==> config.mk <==
export PLATFORM = sky130hd
export DESIGN_NAME = block_counter_bcd_down
export DESIGN_NICKNAME = d
export VERILOG_FILES = /design/src/rtl/block_counter_bcd_down.sv
export SDC_FILE = /design/constraint.sdc
export NUM_CORES = 1
export LEC_CHECK = 0
export BUFFER_PORTS_ARGS = -buffer_cell sky130_fd_sc_hd__buf_2
export CAP_MARGIN = 20
export CELL_PAD_IN_SITES_DETAIL_PLACEMENT = 0
export CELL_PAD_IN_SITES_GLOBAL_PLACEMENT = 1
export CORE_AREA = 2 2 86 79
export DETAILED_ROUTE_END_ITERATION = 16
export DIE_AREA = 0 0 88 81
export HOLD_SLACK_MARGIN = 0.15
export PLACE_DENSITY = 0.77
export SLEW_MARGIN = 20
export SYNTH_ARGS = -nofsm -noshare
export SYNTH_HDL_FRONTEND = slang
export SYNTH_SLANG_ARGS = --single-unit
==> constraint.sdc <==
create_clock -name clk_50M -period 2.4 [get_ports clk_50M]
set_input_delay 0 -clock clk_50M [delete_from_list [all_inputs] [get_ports clk_50M]]
set_output_delay 0 -clock clk_50M [all_outputs]
set_load 0.02 [all_outputs]
==> src/rtl/block_counter_bcd_down.sv <==
// block_counter_bcd_down
//   Two-digit BCD countdown timer (99..00) with an internal prescaler and a
//   load/start/pause/done control FSM. Intended to drive a seven-segment
//   countdown display and to flag expiry to surrounding logic.
//
// Parameters
//   TICK_DIV : clk_50M cycles per count step (>= 2)
//
// Ports
//   clk_50M  in   system clock, rising edge
//   Reset    in   asynchronous active-low reset
//   Load     in   latch Preset (digits > 9 clamp to 9), return to IDLE
//   Preset   in   [7:4] tens BCD, [3:0] ones BCD
//   Start    in   begin / resume counting
//   Pause    in   suspend counting
//   Tens     out  current tens digit
//   Ones     out  current ones digit
//   Tick     out  one-cycle pulse in the cycle a new (decremented) value shows
//   Running  out  high while in RUN
//   Done     out  high while in DONE
//
// Control inputs are level-sampled every edge with priority Load > Pause > Start.
module block_counter_bcd_down #(
  parameter int unsigned TICK_DIV = 50_000_000
) (
  input  logic       clk_50M,
  input  logic       Reset,
  input  logic       Load,
  input  logic [7:0] Preset,
  input  logic       Start,
  input  logic       Pause,
  output logic [3:0] Tens,
  output logic [3:0] Ones,
  output logic       Tick,
  output logic       Running,
  output logic       Done
);

  localparam int unsigned PW = (TICK_DIV > 2) ? $clog2(TICK_DIV) : 1;
  localparam logic [PW-1:0] PRESC_LAST = PW'(TICK_DIV - 1);

  typedef enum logic [1:0] {
    S_IDLE  = 2'd0,
    S_RUN   = 2'd1,
    S_PAUSE = 2'd2,
    S_DONE  = 2'd3
  } state_e;

  state_e        state_q, state_d;
  logic [3:0]    tens_q, tens_d;
  logic [3:0]    ones_q, ones_d;
  logic [PW-1:0] presc_q, presc_d;
  logic          tick_q, tick_d;
  logic          running_q;
  logic          done_q;
  logic          count_en;
  logic          is_zero;

  function automatic logic [3:0] clamp_digit(input logic [3:0] d);
    return (d > 4'd9) ? 4'd9 : d;
  endfunction

  assign is_zero = (tens_q == 4'd0) && (ones_q == 4'd0);

  always_comb begin
    state_d  = state_q;
    tens_d   = tens_q;
    ones_d   = ones_q;
    presc_d  = presc_q;
    tick_d   = 1'b0;
    count_en = 1'b0;

    if (Load) begin
      tens_d  = clamp_digit(Preset[7:4]);
      ones_d  = clamp_digit(Preset[3:0]);
      presc_d = '0;
      state_d = S_IDLE;
    end else begin
      unique case (state_q)
        S_IDLE: begin
          if (Start) begin
            if (is_zero) begin
              state_d = S_DONE;
            end else begin
              state_d = S_RUN;
              presc_d = '0;
            end
          end
        end
        S_RUN: begin
          // A pausing cycle is not counted: prescaler holds and no step fires.
          if (Pause) state_d = S_PAUSE;
          else       count_en = 1'b1;
        end
        S_PAUSE: begin
          // The resuming cycle counts, so a pause costs no prescaler time.
          if (Start && !Pause) begin
            state_d  = S_RUN;
            count_en = 1'b1;
          end
        end
        S_DONE: begin
          // Only Load (above) or Reset leaves DONE.
        end
        default: state_d = S_IDLE;
      endcase
    end

    if (count_en) begin
      if (presc_q == PRESC_LAST) begin
        presc_d = '0;
        // 00 is never decremented; RUN normally leaves at 01 -> 00 anyway.
        if (!is_zero) begin
          tick_d = 1'b1;
          if (ones_q != 4'd0) begin
            ones_d = ones_q - 4'd1;
          end else begin
            ones_d = 4'd9;
            tens_d = tens_q - 4'd1;
          end
          if (tens_q == 4'd0 && ones_q == 4'd1) state_d = S_DONE;
        end
      end else begin
        presc_d = presc_q + 1'b1;
      end
    end
  end

  always_ff @(posedge clk_50M or negedge Reset) begin
    if (!Reset) begin
      state_q   <= S_IDLE;
      tens_q    <= 4'd0;
      ones_q    <= 4'd0;
      presc_q   <= '0;
      tick_q    <= 1'b0;
      running_q <= 1'b0;
      done_q    <= 1'b0;
    end else begin
      state_q   <= state_d;
      tens_q    <= tens_d;
      ones_q    <= ones_d;
      presc_q   <= presc_d;
      tick_q    <= tick_d;
      // Status flags are registered copies of the next state so they line
      // up with the state register and the digits.
      running_q <= (state_d == S_RUN);
      done_q    <= (state_d == S_DONE);
    end
  end

  assign Tens    = tens_q;
  assign Ones    = ones_q;
  assign Tick    = tick_q;
  assign Running = running_q;
  assign Done    = done_q;

endmodule

==> results.txt <==
CTS tree: built
Max frequency: 439.7 MHz
RR Endpoint: Ones[0]
Simple-gate area share of the yosys netlist: 0.2803
Top post-synthesis cells by count: 39 x dfrtp_1, 28 x a21oi_1, 20 x nand2_1
H-tree Lvls: 2
Largest family of logic cells by synthesized area: simple AND/OR/NAND/NOR gates
Final Wtd Congestion: 0.7843
HP Class: in -> reg
GRT overflow: 0
Row cnt: 28
Layout cell share with drive strength beyond 1: 0.2167
Die H: 81 um
I/O Buffers: 23
Total iterations of the first detailed-routing run: 4
CP Max Fanout: 4
CP max stage delay: 0.51 ns
Clk sinks: 39
Ys flop type: dfrtp_1
Vias in the first global route: 2230
Hold Crit Depth: 4
Synth Area in XOR/XNOR: 0
Asr flop ratio synth: 1.000
Core area: 6341 um^2
Remaining antenna violation count: 0
DP Wirelength: 4253 um
CP required: 2.57 ns
Starting DRT DRC Count: 155
Number of synthesized flops with an enable pin: 0
Crit path capture type: flip-flop
DRC Markers: 0
Cell taking the most area after synthesis: dfrtp_1
RSZ-0062 raised after global routing: no
Max_slew headroom: 0.4019
Syn nets: 296
Initial Util: 0.3929
Fin cells: 413
Synthesis-to-layout area growth: 21.80%
Leakage: 1.303 nW
Adder-cell share of the synthesized area: 0.03516
Register area: 977.2 um^2
Total number of vias: 2336
Peak VDD IR: 0.2563 mV
Ys Warns: 0
Inst Count DP: 395
Seq cells post-synth: 39
Post-Synthesis Cell Area: 2491 um^2
Hold Path End: Ones[1]
Register-to-register setup slack: 0.13 ns
Status: completed
Power density cells: 505.3 nW/um^2
Crit Path Class: reg -> reg
Setup TNS: 0 ns
Pins over their slew limit: 0
Mux contribution to synthesized area: 0.02913
Clock buffer depth: 2
DR vias/cell: 5.656
Die width: 88 um
Worst-margin pin slew: 0.8971 ns
Detailed-route wire length per cell: 15.47 um
Endpoints failing hold: 0
CP Launch Type: flip-flop
Tcrit/Tclk final: 0.9476
Die area: 7128 um^2
Reg2reg path depth: 8
Final setup viols: 0
Dominant cells by area after synthesis: dfrtp_1 39%, a21oi_1 5.6%, o21ai_0 3.6%, a31oi_1 3.5%, ha_1 3.5%
Synth Instances: 276
Max_cap viols: 0
Mean post-synth cell area: 9.026 um^2
Num CTS Buffers: 5
Placed Instance Area: 2791 um^2
Tot GR Track Use: 0.1901
Final Cell Area: 3034 um^2
Num ports: 24
Post-layout net count: 342
Clock root buffer: clkbuf_8
Critical path cell sequence: inv_1 > ha_2 > a21oi_2 > or4b_4 > buf_4 > or3_1 > nand3b_1 > o211ai_1
Post-route minimum period: 2.274 ns
Yosys cell types: 57
Clk pin slew, worst setup/hold paths: 0.07 ns
Synth Area in Compound Gates: 0.2109
CP max-delay cell: or4b_4
Count leader, synth: dfrtp_1
Clk Latency, worst-skew pair: 0.29 ns
Layout fillers: 622
Worst R2R Start: state_q[0]
DRT Wirelength: 6388 um
Multi-input gate area: 1408 um^2
Seq/Total Area, Yosys: 0.3918
WP data arrival: 2.45 ns
# diodes: 0
Initial antenna violation count: 0
First-pass GRT wire length: 10670 um
Clock Skews: 0.006065 ns
Min-delay src: Preset[1]
Maximum number of pins on one net before global-route repair: 40
Share of the synthesized area in the top cell type: 0.3918
-- cells in the final DEF, fill, tap and decap left out, types with 3 or more instances in the layout --
cell type	instances
a21o_1	5
a21oi_1	28
a22o_1	3
a31oi_1	14
and3_1	4
and4_2	3
buf_2	23
buf_4	17
clkbuf_8	6
dfrtp_1	38
dlygate4sd3_1	10
ha_1	5
inv_1	15
mux2i_1	5
nand2_1	20
nand2b_1	5
nand3_1	9
nand4_1	12
nor2_1	9
nor2b_1	4
nor3_1	6
nor4_1	7
nor4b_1	3
o21a_1	4
o21ai_0	18
or3_1	5
-- state kept, by name, summed over array words and instances (netlist names) --
signal / flops
Ones: 4
presc_q: 26
Tick: 1
state_q: 2
Done: 1
Running: 1
Tens: 4
-- through the flow --
stage / util / total power [mW] / setup WS [ns] / hold WS [ns]
after floorplan: - / 0.8590 / 0.03343 / -0.2956
after global placement: 0.4402 / 0.9455 / 0.1095 / 0.1940
after detailed placement: 0.4402 / 0.9486 / 0.07374 / 0.1901
after CTS: 0.4745 / 1.541 / 0.06165 / 0.1606
after global routing: 0.4785 / 1.613 / 0.01996 / 0.1869
final: 0.4785 / 1.533 / 0.1259 / 0.1846
-- kinds of logic after synthesis --
logic type               after synthesis
multiplexers                           7
buffers and inverters                 27
flip-flops                            39
adder cells (fa/ha/maj)                7
AND/OR/NAND/NOR                      110
AO/OA/AOI/OAI                         86
-- worst max path at each step --
| stage | startpoint | to | slack [ns] | depth (start not counted) |
|---|---|---|---|---|
| finish | state_q[0] | Ones[0] | 0.13 | 8 |
| global route | state_q[0] | Ones[3] | 0.02 | 8 |
| global placement | state_q[1] | Tens[3] | 0.11 | 6 |
| CTS | state_q[0] | Ones[0] | 0.06 | 8 |
| floorplan | Ones[0] | Tens[3] | 0.03 | 6 |
| detailed placement | state_q[0] | Ones[0] | 0.07 | 8 |
-- final cells by class --
cell class / instances / share of cell area
flip-flops and latches: 39 / 0.3221
inverters: 15 / 0.01856
clock inverters: 2 / 0.01155
well taps: 90 / 0.03711
multi-input cells: 210 / 0.4639
repair buffers: 51 / 0.1196
clock buffers: 6 / 0.02722
-- worst max-delay path: cells and delay by family, from the launching register on --
kind                       cells  cell delay [ns]
AOI/OAI and AO/OA              2             0.18
buffers and inverters          2             0.26
and+or+nand+nor                3             1.09
DFF                            1             0.42
adders and majority gates      1             0.21
-- repair_timing --
action / in CTS / in global routing
endpoints found under the setup margin: 0 / 8
resized for setup: 0 / 7
hold buffers: 10 / 0
endpoints found under the hold margin: 47 / 0
setup buffers: 0 / 0
-- layer usage --
layer | up-vias | track usage | wire length, um
met2 | 51 | 0.2886 | 2911
met3 | 6 | 0.03557 | 245
met1 | 1138 | 0.2747 | 3185
li1 | 1141 | - | -
met4 | 0 | 0.05538 | 47
met5 | - | 0 | 0
-- power by group --
part	switching, mW	leakage, nW	internal [mW]	total [mW]
combinational	0.154	0.715	0.110	0.264
clock	0.242	0.0612	0.337	0.579
sequential	0.0153	0.527	0.675	0.690
Power figures use the tool's default switching activity.
